<file path="config.mk">
export PLATFORM = sky130hd
export DESIGN_NAME = ob_cmd_arb
export DESIGN_NICKNAME = d
export VERILOG_FILES = /design/src/rtl/ob_pkg.sv /design/src/rtl/ob_cmd_arb_fifo.sv /design/src/rtl/ob_cmd_arb.sv
export SDC_FILE = /design/constraint.sdc
export NUM_CORES = 1
export LEC_CHECK = 0
export BUFFER_PORTS_ARGS = -buffer_cell sky130_fd_sc_hd__buf_4
export CAP_MARGIN = 20
export CORE_MARGIN = 2
export CORE_UTILIZATION = 65
export DETAILED_ROUTE_END_ITERATION = 10
export PLACE_DENSITY_LB_ADDON = 0.08
export REMOVE_ABC_BUFFERS = 1
export SLEW_MARGIN = 20
export SYNTH_ARGS = -nofsm -noshare
export SYNTH_HDL_FRONTEND = slang
export SYNTH_SLANG_ARGS = --single-unit
</file>
<file path="constraint.sdc">
create_clock -name clk -period 9.6 [get_ports clk]
set_clock_uncertainty 0.15 [all_clocks]
set_input_delay 1.92 -clock clk [delete_from_list [all_inputs] [get_ports clk]]
set_output_delay 1.92 -clock clk [all_outputs]
set_load 0.1 [all_outputs]
</file>
<file path="src/rtl/ob_pkg.sv">
// Shared order-book types: commands, responses and the in-flight tag entry
// used by the multi-channel command arbiter.
package ob_pkg;

    typedef enum logic [2:0] {
        Op_Nop       = 3'd0,
        Op_Buy       = 3'd1,
        Op_Sell      = 3'd2,
        Op_Cancel    = 3'd3,
        Op_QryBidAsk = 3'd4
    } op_t;

    typedef logic [7:0] uid_t;

    typedef struct packed {
        op_t         op;
        uid_t        uid;
        logic [15:0] qty;
        logic [15:0] price;
    } cmd_t;

    typedef struct packed {
        uid_t        uid;
        logic [1:0]  status;
        logic [15:0] data;
    } rsp_t;

    localparam int CMD_W = $bits(cmd_t);
    localparam int RSP_W = $bits(rsp_t);

    // Channel ids are sized for the largest supported arbiter so the tag
    // entry layout does not change with the instance's channel count.
    localparam int OB_ARB_N_CH_MAX = 16;
    typedef logic [$clog2(OB_ARB_N_CH_MAX)-1:0] ch_id_t;

    typedef struct packed {
        logic   vld;
        uid_t   uid;
        ch_id_t ch;
    } tag_entry_t;

endpackage

</file>
<file path="src/rtl/ob_cmd_arb_fifo.sv">
// Per-channel ingress FIFO of commands. Full is registered but computed from
// next-state occupancy, so it is exact every cycle. A push while full is
// dropped and latched in a sticky overflow flag, unless a pop happens in the
// same cycle, in which case the pop frees the slot first.
module ob_cmd_arb_fifo
    import ob_pkg::*;
#(
    parameter int DEPTH = 4
) (
    input  logic clk,
    input  logic rst,
    input  logic push,
    input  cmd_t push_data,
    input  logic pop,
    output cmd_t head,
    output logic empty,
    output logic full_r,
    output logic ovf_r
);

    localparam int PTR_W = $clog2(DEPTH);
    localparam int CNT_W = $clog2(DEPTH + 1);

    cmd_t             mem [DEPTH];
    logic [PTR_W-1:0] wr_ptr;
    logic [PTR_W-1:0] rd_ptr;
    logic [CNT_W-1:0] count;
    logic [CNT_W-1:0] count_nxt;
    logic             push_ok;
    logic             pop_ok;

    assign pop_ok    = pop && (count != '0);
    assign push_ok   = push && (!full_r || pop_ok);
    assign count_nxt = count + CNT_W'(push_ok) - CNT_W'(pop_ok);
    assign head      = mem[rd_ptr];
    assign empty     = (count == '0);

    // Pointer, occupancy, full and overflow bookkeeping.
    always_ff @(posedge clk or negedge rst) begin
        if (!rst) begin
            wr_ptr <= '0;
            rd_ptr <= '0;
            count  <= '0;
            full_r <= 1'b0;
            ovf_r  <= 1'b0;
        end else begin
            if (push_ok) wr_ptr <= wr_ptr + 1'b1;
            if (pop_ok)  rd_ptr <= rd_ptr + 1'b1;
            count  <= count_nxt;
            full_r <= (count_nxt == CNT_W'(DEPTH));
            if (push && full_r && !pop_ok) ovf_r <= 1'b1;
        end
    end

    // Storage write; contents need no reset since occupancy guards reads.
    always_ff @(posedge clk) begin
        if (push_ok) mem[wr_ptr] <= push_data;
    end

endmodule

</file>
<file path="src/rtl/ob_cmd_arb.sv">
// Multi-channel command front-end for the order book. Commands from N_CH
// producers queue in per-channel FIFOs, are issued round-robin to `ob` with a
// tag allocated per command, and each `ob` response is routed back to the
// issuing channel by uid lookup in the tag table.
//
// Handshakes: ch_cmd_vld_r is a push that is accepted unless the channel is
// full; ob_cmd_vld_r is a one-cycle pulse issued only while ob_cmd_full_r is
// low; a response transfers on ob_rsp_vld && ob_rsp_accept, and a channel
// response transfers on ch_rsp_vld && ch_rsp_accept.
module ob_cmd_arb
    import ob_pkg::*;
#(
    parameter int N_CH     = 4,
    parameter int DEPTH    = 4,
    parameter int INFLIGHT = 8
) (
    input  logic                          clk,
    input  logic                          rst,
    input  logic [N_CH-1:0]               ch_cmd_vld_r,
    input  logic [N_CH*CMD_W-1:0]         ch_cmd_r,
    output logic [N_CH-1:0]               ch_cmd_full_r,
    input  logic [N_CH-1:0]               ch_rsp_accept,
    output logic [N_CH-1:0]               ch_rsp_vld,
    output logic [N_CH*RSP_W-1:0]         ch_rsp,
    output logic                          ob_cmd_vld_r,
    output logic [CMD_W-1:0]              ob_cmd_r,
    input  logic                          ob_cmd_full_r,
    input  logic                          ob_rsp_vld,
    input  logic [RSP_W-1:0]              ob_rsp,
    output logic                          ob_rsp_accept,
    output logic [N_CH-1:0]               err_ovf_r,
    output logic                          err_unmatched_r,
    output logic [$clog2(INFLIGHT+1)-1:0] inflight_cnt_r
);

    localparam int CH_W  = (N_CH > 1) ? $clog2(N_CH) : 1;
    localparam int TAG_W = (INFLIGHT > 1) ? $clog2(INFLIGHT) : 1;
    localparam int CNT_W = $clog2(INFLIGHT + 1);

    cmd_t             head [N_CH];
    logic [N_CH-1:0]  empty;
    logic [N_CH-1:0]  pop;
    logic [N_CH-1:0]  busy;
    logic [N_CH-1:0]  elig;
    tag_entry_t       tags [INFLIGHT];
    logic             have_free;
    logic [TAG_W-1:0] free_idx;
    logic [CH_W-1:0]  rr_ptr;
    logic             grant_vld;
    logic [CH_W-1:0]  grant_idx;
    rsp_t             rsp_in;
    logic             rsp_hit;
    logic [TAG_W-1:0] hit_idx;
    ch_id_t           hit_ch;
    logic [CH_W-1:0]  hit_sel;
    logic             rsp_load;
    rsp_t             rsp_q [N_CH];

    for (genvar g = 0; g < N_CH; g++) begin : g_ch
        ob_cmd_arb_fifo #(.DEPTH(DEPTH)) u_fifo (
            .clk       (clk),
            .rst       (rst),
            .push      (ch_cmd_vld_r[g]),
            .push_data (cmd_t'(ch_cmd_r[g*CMD_W +: CMD_W])),
            .pop       (pop[g]),
            .head      (head[g]),
            .empty     (empty[g]),
            .full_r    (ch_cmd_full_r[g]),
            .ovf_r     (err_ovf_r[g])
        );
        assign ch_rsp[g*RSP_W +: RSP_W] = rsp_q[g];
    end

    // A head whose uid is already outstanding must wait: uids stay unique at `ob`.
    always_comb begin
        busy = '0;
        for (int c = 0; c < N_CH; c++) begin
            for (int t = 0; t < INFLIGHT; t++) begin
                if (tags[t].vld && (tags[t].uid == head[c].uid)) busy[c] = 1'b1;
            end
        end
    end

    // Lowest-index free tag.
    always_comb begin
        have_free = 1'b0;
        free_idx  = '0;
        for (int t = INFLIGHT - 1; t >= 0; t--) begin
            if (!tags[t].vld) begin
                have_free = 1'b1;
                free_idx  = TAG_W'(t);
            end
        end
    end

    assign elig = ~empty & ~busy & {N_CH{have_free & ~ob_cmd_full_r}};

    // Round-robin search starting at the pointer; first eligible channel wins.
    always_comb begin
        grant_vld = 1'b0;
        grant_idx = '0;
        for (int k = 0; k < N_CH; k++) begin
            if (!grant_vld && elig[(int'(rr_ptr) + k) % N_CH]) begin
                grant_vld = 1'b1;
                grant_idx = CH_W'((int'(rr_ptr) + k) % N_CH);
            end
        end
    end

    // Pop exactly the granted FIFO.
    always_comb begin
        pop = '0;
        if (grant_vld) pop[grant_idx] = 1'b1;
    end

    // Register the issued command and advance the round-robin pointer.
    always_ff @(posedge clk or negedge rst) begin
        if (!rst) begin
            ob_cmd_vld_r <= 1'b0;
            ob_cmd_r     <= '0;
            rr_ptr       <= '0;
        end else begin
            ob_cmd_vld_r <= grant_vld;
            if (grant_vld) begin
                ob_cmd_r <= head[grant_idx];
                rr_ptr   <= (grant_idx == CH_W'(N_CH - 1)) ? '0 : grant_idx + 1'b1;
            end
        end
    end

    assign rsp_in = rsp_t'(ob_rsp);

    // Uid lookup of the incoming response against the valid tags.
    always_comb begin
        rsp_hit = 1'b0;
        hit_idx = '0;
        hit_ch  = '0;
        for (int t = 0; t < INFLIGHT; t++) begin
            if (tags[t].vld && (tags[t].uid == rsp_in.uid)) begin
                rsp_hit = 1'b1;
                hit_idx = TAG_W'(t);
                hit_ch  = tags[t].ch;
            end
        end
    end

    assign hit_sel = CH_W'(hit_ch);

    // Matched responses wait for room in the channel register; misses are always taken.
    always_comb begin
        ob_rsp_accept = 1'b0;
        if (ob_rsp_vld) begin
            ob_rsp_accept = rsp_hit ? (!ch_rsp_vld[hit_sel] || ch_rsp_accept[hit_sel]) : 1'b1;
        end
    end

    assign rsp_load = ob_rsp_vld && rsp_hit && ob_rsp_accept;

    // Tag table: free on an accepted response, allocate on grant; the two never collide.
    always_ff @(posedge clk or negedge rst) begin
        if (!rst) begin
            for (int t = 0; t < INFLIGHT; t++) tags[t] <= '0;
            inflight_cnt_r  <= '0;
            err_unmatched_r <= 1'b0;
        end else begin
            if (rsp_load) tags[hit_idx].vld <= 1'b0;
            if (grant_vld) begin
                tags[free_idx].vld <= 1'b1;
                tags[free_idx].uid <= head[grant_idx].uid;
                tags[free_idx].ch  <= ch_id_t'(grant_idx);
            end
            inflight_cnt_r <= inflight_cnt_r + CNT_W'(grant_vld) - CNT_W'(rsp_load);
            if (ob_rsp_vld && !rsp_hit) err_unmatched_r <= 1'b1;
        end
    end

    // Per-channel one-entry response registers.
    always_ff @(posedge clk or negedge rst) begin
        if (!rst) begin
            ch_rsp_vld <= '0;
            for (int c = 0; c < N_CH; c++) rsp_q[c] <= '0;
        end else begin
            for (int c = 0; c < N_CH; c++) begin
                if (rsp_load && (hit_sel == CH_W'(c))) begin
                    ch_rsp_vld[c] <= 1'b1;
                    rsp_q[c]      <= rsp_in;
                end else if (ch_rsp_accept[c]) begin
                    ch_rsp_vld[c] <= 1'b0;
                end
            end
        end
    end

endmodule

</file>
* Yosys cells after proc, flatten, opt, wreduce, memory -nomap -nowiden
Memory sizes are Yosys's and may differ from the RTL's. Cells that the tools add are included.
Storage, ports and cells: flip-flop bits (word level) 299, RAM bits 688, output and inout port bits 166, input port bits 210, memories 4
Cells by class: mux-type cells 133, reductions and logical operators 103, bitwise operators 12, add/subtract/negate cells 22, magnitude comparators 12, equality and inequality tests 48
Memories:
- g_ch[0].u_fifo.mem | words 4, bits a word 43, rd ports 1, clocked after Yosys merged registers in 0, wr ports 1, line ob_cmd_arb_fifo.sv:24 | cmd_t mem [DEPTH];
- g_ch[1].u_fifo.mem | words 4, bits a word 43, rd ports 1, clocked after Yosys merged registers in 0, wr ports 1, line ob_cmd_arb_fifo.sv:24
- g_ch[2].u_fifo.mem | words 4, bits a word 43, rd ports 1, clocked after Yosys merged registers in 0, wr ports 1, line ob_cmd_arb_fifo.sv:24
- g_ch[3].u_fifo.mem | words 4, bits a word 43, rd ports 1, clocked after Yosys merged registers in 0, wr ports 1, line ob_cmd_arb_fifo.sv:24
Operators with widths (number):
- $bwmux W104 | 4
- $eq A8 B8 Y1 | 40
- $mux W104 | 2
- $demux W13 S3 | 4
- $bmux W43 S2 | 1
- $mux W43 | 2
- $mux W1 | 81
- $logic_and A1 B1 Y1 | 69
- $mux W3 | 14
- $mux W13 | 2
- $mux W2 | 13
- $add A2 B1 Y2 const B | 10
- $logic_not A1 Y1 | 13
- $add A3 B1 Y3 | 4
- $bmux W1 S2 | 6
- $eq A3 B3 Y1 const B | 4
- $logic_not A3 Y1 | 4
- $lt A3 B4 Y1 const B | 3
- $mux W12 | 1
- $reduce_bool A3 Y1 | 4
- $sub A3 B1 Y3 | 4
- $lt A2 B3 Y1 const B | 3
- $and A4 B4 Y4 | 2
- $ge A4 B4 Y1 const B | 2
- other kinds (20) | 38

* Depth between registers and ports, before layout
An unclocked memory read counts as a cell.
depth in word-level cells 37, gate-level depth with buffers 25

* Cells and area by module
A second synthesis with hierarchy kept.
Second synthesis, totals: cells, all modules 2615, area total of the unflattened synthesis 43390.4 um2
By module, submodules not included:
- ob_cmd_arb | area each 16344.4 um2, cells each 1559, times used 1
- ob_cmd_arb_fifo (g_ch[1].u_fifo ...) | area each 6820.3 um2, cells each 264, times used 2
- ob_cmd_arb_fifo (g_ch[0].u_fifo ...) | area each 6702.7 um2, cells each 264, times used 2

* Least setup slack after synthesis
No wires, ideal clock.
kind input -> output, from input port ob_rsp[18], to output port ob_rsp_accept, path buffers 1, arrival time 5.659 ns, slack 1.871 ns, cell stages on the path 8, cells stage by stage buf_2 -> xor2_1 -> or4_1 -> nor2_1 -> a221oi_1 -> a21oi_1 -> mux2i_1 -> a21oi_1
On the way: longest elaborated chain between the ends 16, elaborated cells on any way between the ends 40
RTL lines:
- start, declared | line ob_cmd_arb.sv:29 | input logic [RSP_W-1:0] ob_rsp,
- $eq A8 B8 Y1 | line ob_cmd_arb.sv:139 | if (tags[t].vld && (tags[t].uid == rsp_in.uid)) begin
- $logic_and A1 B1 Y1 | line ob_cmd_arb.sv:139
- $mux W2 (8 in series) | line ob_cmd_arb.sv:139
- $bmux W1 S2 | line ob_cmd_arb.sv:153 | ob_rsp_accept = rsp_hit ? (!ch_rsp_vld[hit_sel] || ch_rsp_accept[hit_sel]) : 1'b1;
- $mux W1 (implied by the code) | line ob_cmd_arb.sv:153
- $logic_not A1 Y1 | line ob_cmd_arb.sv:153
- $logic_or A1 B1 Y1 | line ob_cmd_arb.sv:153
- $mux W1 (*) | line ob_cmd_arb.sv:153
- $mux W1 (*) | line ob_cmd_arb.sv:152 | if (ob_rsp_vld) begin
- end, declared | line ob_cmd_arb.sv:30 | output logic ob_rsp_accept,
Every way passes the cells marked *; elsewhere a longest branch is shown, timed or not. The select of a mux whose other input is x is not followed.

* Final worst setup path
from register g_ch[2].u_fifo.rd_ptr[0], to memory g_ch[2].u_fifo.mem[0][34] (netlist bit), enable pin
On the way: longest elaborated chain between the ends 36, elaborated cells on any way between the ends 64
RTL lines:
- start, declared | line ob_cmd_arb_fifo.sv:26 | logic [PTR_W-1:0] rd_ptr;
- start signal, assigned | line ob_cmd_arb_fifo.sv:48 | if (pop_ok) rd_ptr <= rd_ptr + 1'b1;
- $mem_v2 Z4 W43 (*)
- $eq A8 B8 Y1 | line ob_cmd_arb.sv:79 | if (tags[t].vld && (tags[t].uid == head[c].uid)) busy[c] = 1'b1;
- $logic_and A1 B1 Y1 | line ob_cmd_arb.sv:79
- $mux W1 (7 in series) | line ob_cmd_arb.sv:79
- $mux W1 (*) | line ob_cmd_arb.sv:79
- $not A4 Y4 (*) | line ob_cmd_arb.sv:96 | assign elig = ~empty & ~busy & {N_CH{have_free & ~ob_cmd_full_r}};
- $and A4 B4 Y4 (*) (2 in series) | line ob_cmd_arb.sv:96
- $bmux W1 S2 | line ob_cmd_arb.sv:103 | if (!grant_vld && elig[(int'(rr_ptr) + k) % N_CH]) begin
- (+14 left out)
- $demux W1 S2 | line ob_cmd_arb.sv:113 | if (grant_vld) pop[grant_idx] = 1'b1;
- $mux W4 (*) | line ob_cmd_arb.sv:113
- $logic_and A1 B1 Y1 (*) | line ob_cmd_arb_fifo.sv:32 | assign pop_ok = pop && (count != '0);
- $logic_or A1 B1 Y1 (*) | line ob_cmd_arb_fifo.sv:33 | assign push_ok = push && (!full_r || pop_ok);
- $logic_and A1 B1 Y1 (*) | line ob_cmd_arb_fifo.sv:33
- net g_ch[2].u_fifo.push_ok | line ob_cmd_arb_fifo.sv:29 | logic push_ok;
- $mux W1 (*) | line ob_cmd_arb_fifo.sv:57 | if (push_ok) mem[wr_ptr] <= push_data;
- $mux W1 (implied by the code) (*) | line ob_cmd_arb_fifo.sv:57
- end, declared | line ob_cmd_arb_fifo.sv:24
The timed path passes the listed nets; every way through them passes the cells marked *. The select of a mux whose other input is x is not followed.

==> flow_results.xml <==
<?xml version="1.0" encoding="UTF-8"?>
<metrics>
  <group name="timing">
    <metric name="period_needed" unit="ns">8.04</metric>
    <metric name="tns" unit="ns">0</metric>
    <metric name="min_period_over_period" unit="">0.837</metric>
    <metric name="clock.fmax" unit="MHz">124</metric>
    <metric name="timing.max_slew.rel_slack" unit="">0.183</metric>
    <metric name="worstMarginPinSlew" unit="ns">1.22</metric>
    <metric name="final_hold_violating_endpoints" unit="">0</metric>
    <metric name="number_of_pins_with_negative_max_slew_slack_in_the_final_report" unit="">0</metric>
    <metric name="finalHoldWorstSlack" unit="ns">0.327</metric>
    <metric name="setup_viol" unit="">0</metric>
    <metric name="rsz0062_at_grt" unit="">no</metric>
  </group>
  <group name="global_route">
    <metric name="antenna_found_initial" unit="">13</metric>
    <metric name="grt.total_usage" unit="">0.366</metric>
    <metric name="global_route.overflow_total" unit="">0</metric>
    <metric name="via_count_of_the_first_global_routing_pass" unit="">28000</metric>
    <metric name="grt_start_max_net_pins" unit="">176</metric>
    <metric name="grt_pass1_wl" unit="mm">185</metric>
  </group>
  <group name="cts">
    <metric name="cts.path.max_buffers" unit="">3</metric>
    <metric name="cts_hold_repair.buffers" unit="">0</metric>
    <metric name="clock_tree.htree_level_count" unit="">3</metric>
    <metric name="tritoncts.num_buffers" unit="">96</metric>
    <metric name="clk_transition_reported_paths" unit="ns">0.06</metric>
    <metric name="post-cts-setup-buffers" unit="">0</metric>
    <metric name="clock_tree_from_tritoncts" unit="">built</metric>
    <metric name="cts_resized" unit="">0</metric>
    <metric name="tritoncts_num_sinks" unit="">971</metric>
    <metric name="insertion_delay" unit="ns">0.68</metric>
    <metric name="cts-root-buf" unit="">sky130_fd_sc_hd__clkbuf_16</metric>
  </group>
  <group name="finish">
    <metric name="post_route_cells_drive_above_1_share" unit="">0.295</metric>
    <metric name="areaGrowthSynthToFinish" unit="%">15.0</metric>
    <metric name="design.final.nets" unit="">3323</metric>
    <metric name="number_of_filler_cells_placed_in_the_layout" unit="">3852</metric>
  </group>
  <group name="setup_path">
    <metric name="r2r.worst_path.cells" unit="">16</metric>
    <metric name="arrival" unit="ns">8.17</metric>
    <metric name="reg2reg_slack" unit="ns">1.56</metric>
    <metric name="end_kind" unit="">flip-flop</metric>
    <metric name="worst_path_largest_cell_delay" unit="ns">1.00</metric>
    <metric name="cp_data_required_time" unit="ns">9.73</metric>
    <metric name="crit-reg2reg-launch" unit="">g_ch[2].u_fifo.rd_ptr[0]$_DFFE_PN0P_</metric>
    <metric name="worst_path_max_delay_cell" unit="">sky130_fd_sc_hd__dfrtp_2</metric>
    <metric name="cp_num_buf_inv" unit="">3</metric>
    <metric name="worst_flop_to_flop_path_endpoint" unit="">g_ch[2].u_fifo.mem[0][34]$_DFFE_PP_</metric>
    <metric name="critical-path-top-delay-family" unit="">simple AND/OR/NAND/NOR gates</metric>
    <metric name="critical_path.max_fanout" unit="">45</metric>
    <metric name="critical_path_depth" unit="">16</metric>
    <metric name="crit_type" unit="">flip-flop to flip-flop</metric>
    <metric name="worstSetupStartpointType" unit="">flip-flop</metric>
    <metric name="timing.critical_path.cells" unit="">mux4_2, xnor2_1, o2111ai_1, o21ai_0, nor4bb_1, nand4_1, a211o_1, and3_4, inv_4, buf_4, ha_1, nor2b_1, o21ai_0, a21boi_1, and2_2, buf_4</metric>
  </group>
  <group name="yosys">
    <metric name="synthDistinctLibCells" unit="">87</metric>
    <metric name="netlist_top_cells_count" unit="">sky130_fd_sc_hd__edfxtp_1, sky130_fd_sc_hd__dfrtp_1, sky130_fd_sc_hd__xnor2_1</metric>
    <metric name="synth_cells" unit="">2785</metric>
    <metric name="flops_latches_synth" unit="">971</metric>
    <metric name="async_flop_share" unit="">0.291</metric>
    <metric name="avgSynthCellArea" unit="µm²">15.7</metric>
    <metric name="synth_largest_area_cell" unit="">sky130_fd_sc_hd__edfxtp_1</metric>
    <metric name="netlist_top_cells_area" unit="">sky130_fd_sc_hd__edfxtp_1, sky130_fd_sc_hd__dfrtp_1, sky130_fd_sc_hd__mux4_2</metric>
    <metric name="synth_top_area_frac" unit="">0.473</metric>
    <metric name="number_of_enable_type_register_cells_in_the_synthesized_netlist" unit="">688</metric>
    <metric name="netlist_area" unit="µm²">43600</metric>
    <metric name="synth-main-ff-cell" unit="">sky130_fd_sc_hd__edfxtp_1</metric>
    <metric name="ys_seq_area_frac" unit="">0.636</metric>
    <metric name="synth_most_common_cell" unit="">sky130_fd_sc_hd__edfxtp_1</metric>
    <metric name="ys_warn_count" unit="">0</metric>
  </group>
  <group name="placement">
    <metric name="port-buffer-count" unit="">375</metric>
    <metric name="post_dp_hpwl" unit="mm">81.7</metric>
    <metric name="final_wtd_congestion" unit="">0.996</metric>
  </group>
  <group name="floorplanning">
    <metric name="core_area" unit="µm²">66800</metric>
    <metric name="die-area" unit="µm²">69200</metric>
    <metric name="die-height" unit="µm">263</metric>
    <metric name="floorplan.io_pins" unit="">376</metric>
    <metric name="num_rows" unit="">95</metric>
    <metric name="floorplan.die.width" unit="µm">263</metric>
    <metric name="initial_core_util" unit="">0.653</metric>
  </group>
  <group name="route">
    <metric name="routed_wirelength" unit="mm">126</metric>
    <metric name="top_layer" unit="">met5</metric>
    <metric name="detailroute.wirelength.met3" unit="mm">11.9</metric>
    <metric name="detailroute.via_count" unit="">27200</metric>
    <metric name="drt_drc_violations_left" unit="">0</metric>
    <metric name="detail_route.wirelength.met1" unit="mm">43.7</metric>
    <metric name="antenna_left" unit="">0</metric>
    <metric name="routed_wire_length_per_instance" unit="µm">31.1</metric>
    <metric name="drt_pass1_iterations" unit="">6</metric>
    <metric name="route.detailed.vias_per_inst" unit="">6.74</metric>
    <metric name="met2_length" unit="mm">61.3</metric>
    <metric name="dr.first_iter.drc_count" unit="">3131</metric>
  </group>
  <group name="min_path">
    <metric name="timing.hold.worst_path_depth" unit="">1</metric>
    <metric name="worstHoldPathType" unit="">flip-flop to flip-flop</metric>
    <metric name="holdCritStartpoint" unit="">g_ch[1].u_fifo.ovf_r$_DFFE_PN0P_</metric>
    <metric name="hold-path-endpoint" unit="">g_ch[1].u_fifo.ovf_r$_DFFE_PN0P_</metric>
  </group>
  <group name="run_status">
    <metric name="run_status" unit="">completed</metric>
  </group>
  <group name="run">
    <metric name="reported_max_cap_violation_count" unit="">0</metric>
  </group>
</metrics>
[stage by stage]
step	setup slack [ns]	utilization	area, µm²	std cells
after global placement	1.68	0.702	46900	3849
after CTS	1.60	0.751	50200	4028
after floorplan	1.12	-	42500	2551
after global routing	1.00	0.751	50200	4037
final	1.56	0.751	50200	4037
after detailed placement	1.41	0.702	46900	3850
[kinds of logic (layout without fill, tap and decap cells)]
logic type | count (synthesis) | in the layout | share of synthesized area
other | 0 | 8 | 0
xor gates and xnor gates | 343 | 343 | 0.0688
AOI/OAI and AO/OA | 283 | 283 | 0.0558
adders and majority gates | 37 | 37 | 0.0115
and+or+nand+nor | 501 | 501 | 0.0608
buffers and inverters | 284 | 655 | 0.0302
DFF | 971 | 971 | 0.636
muxes | 366 | 366 | 0.137
[registers in the layout (all words and copies together) (netlist names)]
signal,count
ch_rsp,104
ch_rsp_vld,4
err_unmatched_r,1
g_ch.u_fifo.count,12
g_ch.u_fifo.full_r,4
g_ch.u_fifo.mem,688
g_ch.u_fifo.ovf_r,4
g_ch.u_fifo.rd_ptr,8
g_ch.u_fifo.wr_ptr,8
inflight_cnt_r,4
ob_cmd_r,43
ob_cmd_vld_r,1
rr_ptr,2
tags,88
[metal layers]
layer  GRT usage  vias up
li1            -    11300
met1       0.458    13800
met2       0.583     1621
met3      0.0858      434
met4       0.228       10
met5           0        -
[worst max path at each step]
| stage | start | to | slack (ns) |
|---|---|---|---|
| 4_1_cts | g_ch[2].u_fifo.rd_ptr[0]$_DFFE_PN0P_ | g_ch[2].u_fifo.mem[0][34]$_DFFE_PP_ | 1.60 |
| 3_3_place_gp | ob_cmd_full_r | g_ch[2].u_fifo.mem[2][38]$_DFFE_PP_ | 1.68 |
| 3_5_place_dp | ob_cmd_full_r | g_ch[2].u_fifo.mem[1][32]$_DFFE_PP_ | 1.41 |
| 6_report | g_ch[2].u_fifo.rd_ptr[0]$_DFFE_PN0P_ | g_ch[2].u_fifo.mem[0][34]$_DFFE_PP_ | 1.56 |
| 2_1_floorplan | g_ch[0].u_fifo.rd_ptr[0]$_DFFE_PN0P_ | g_ch[2].u_fifo.mem[0][0]$_DFFE_PP_ | 1.12 |
| 5_1_grt | g_ch[2].u_fifo.rd_ptr[0]$_DFFE_PN0P_ | g_ch[2].u_fifo.mem[0][34]$_DFFE_PP_ | 1.00 |
[cells in the final DEF (no fill, tap or decap), types with 7 or more instances in the layout]
| cell | netlist | routed |
|---|---|---|
| sky130_fd_sc_hd__a221oi_1 | 66 | 66 |
| sky130_fd_sc_hd__nor3b_1 | 10 | 10 |
| sky130_fd_sc_hd__a31oi_1 | 8 | 8 |
| sky130_fd_sc_hd__inv_1 | 47 | 47 |
| sky130_fd_sc_hd__nor4_1 | 21 | 21 |
| sky130_fd_sc_hd__ha_1 | 32 | 32 |
| sky130_fd_sc_hd__mux4_2 | 170 | 170 |
| sky130_fd_sc_hd__mux2_2 | 109 | 109 |
| sky130_fd_sc_hd__nor3_1 | 46 | 46 |
| sky130_fd_sc_hd__nand4_1 | 53 | 53 |
| sky130_fd_sc_hd__dfrtp_1 | 283 | 275 |
| sky130_fd_sc_hd__and2_1 | 23 | 7 |
| sky130_fd_sc_hd__clkbuf_16 | 0 | 96 |
| sky130_fd_sc_hd__xor2_1 | 101 | 101 |
| sky130_fd_sc_hd__bufinv_16 | 0 | 12 |
| sky130_fd_sc_hd__clkinv_2 | 0 | 17 |
| sky130_fd_sc_hd__mux2i_2 | 3 | 7 |
| sky130_fd_sc_hd__diode_2 | 0 | 8 |
| sky130_fd_sc_hd__clkbuf_1 | 121 | 25 |
| sky130_fd_sc_hd__a21oi_1 | 14 | 14 |
| sky130_fd_sc_hd__nor2_1 | 139 | 138 |
| sky130_fd_sc_hd__and2_2 | 0 | 16 |
| sky130_fd_sc_hd__mux2_1 | 12 | 12 |
| sky130_fd_sc_hd__edfxtp_1 | 688 | 688 |
| sky130_fd_sc_hd__xnor2_1 | 242 | 242 |
| sky130_fd_sc_hd__or3_1 | 9 | 9 |
| sky130_fd_sc_hd__nand2_1 | 78 | 78 |
| sky130_fd_sc_hd__o21ai_0 | 24 | 24 |
| sky130_fd_sc_hd__a211oi_1 | 44 | 44 |
| sky130_fd_sc_hd__a2111oi_0 | 35 | 32 |
| sky130_fd_sc_hd__nand3_1 | 42 | 42 |
| sky130_fd_sc_hd__mux2i_1 | 70 | 66 |
| sky130_fd_sc_hd__and4_1 | 36 | 36 |
| sky130_fd_sc_hd__buf_4 | 25 | 424 |
| sky130_fd_sc_hd__o221a_2 | 8 | 8 |
| sky130_fd_sc_hd__clkinv_1 | 0 | 11 |
[layout make-up]
cell class                 instances  area [µm²]  area share
antenna                            8        20.0    0.000399
multi-input combinational       1530       14600       0.292
timing repair buffer             427        3230      0.0643
clock buffer                     126        2560      0.0511
tap                              873        1090      0.0218
clock inverter                    52         693      0.0138
sequential                       971       27800       0.553
inverter                          50         190     0.00379
Power is not shown: default switching activity piles up to over one toggle a cycle in this logic, so the estimate is an artifact.
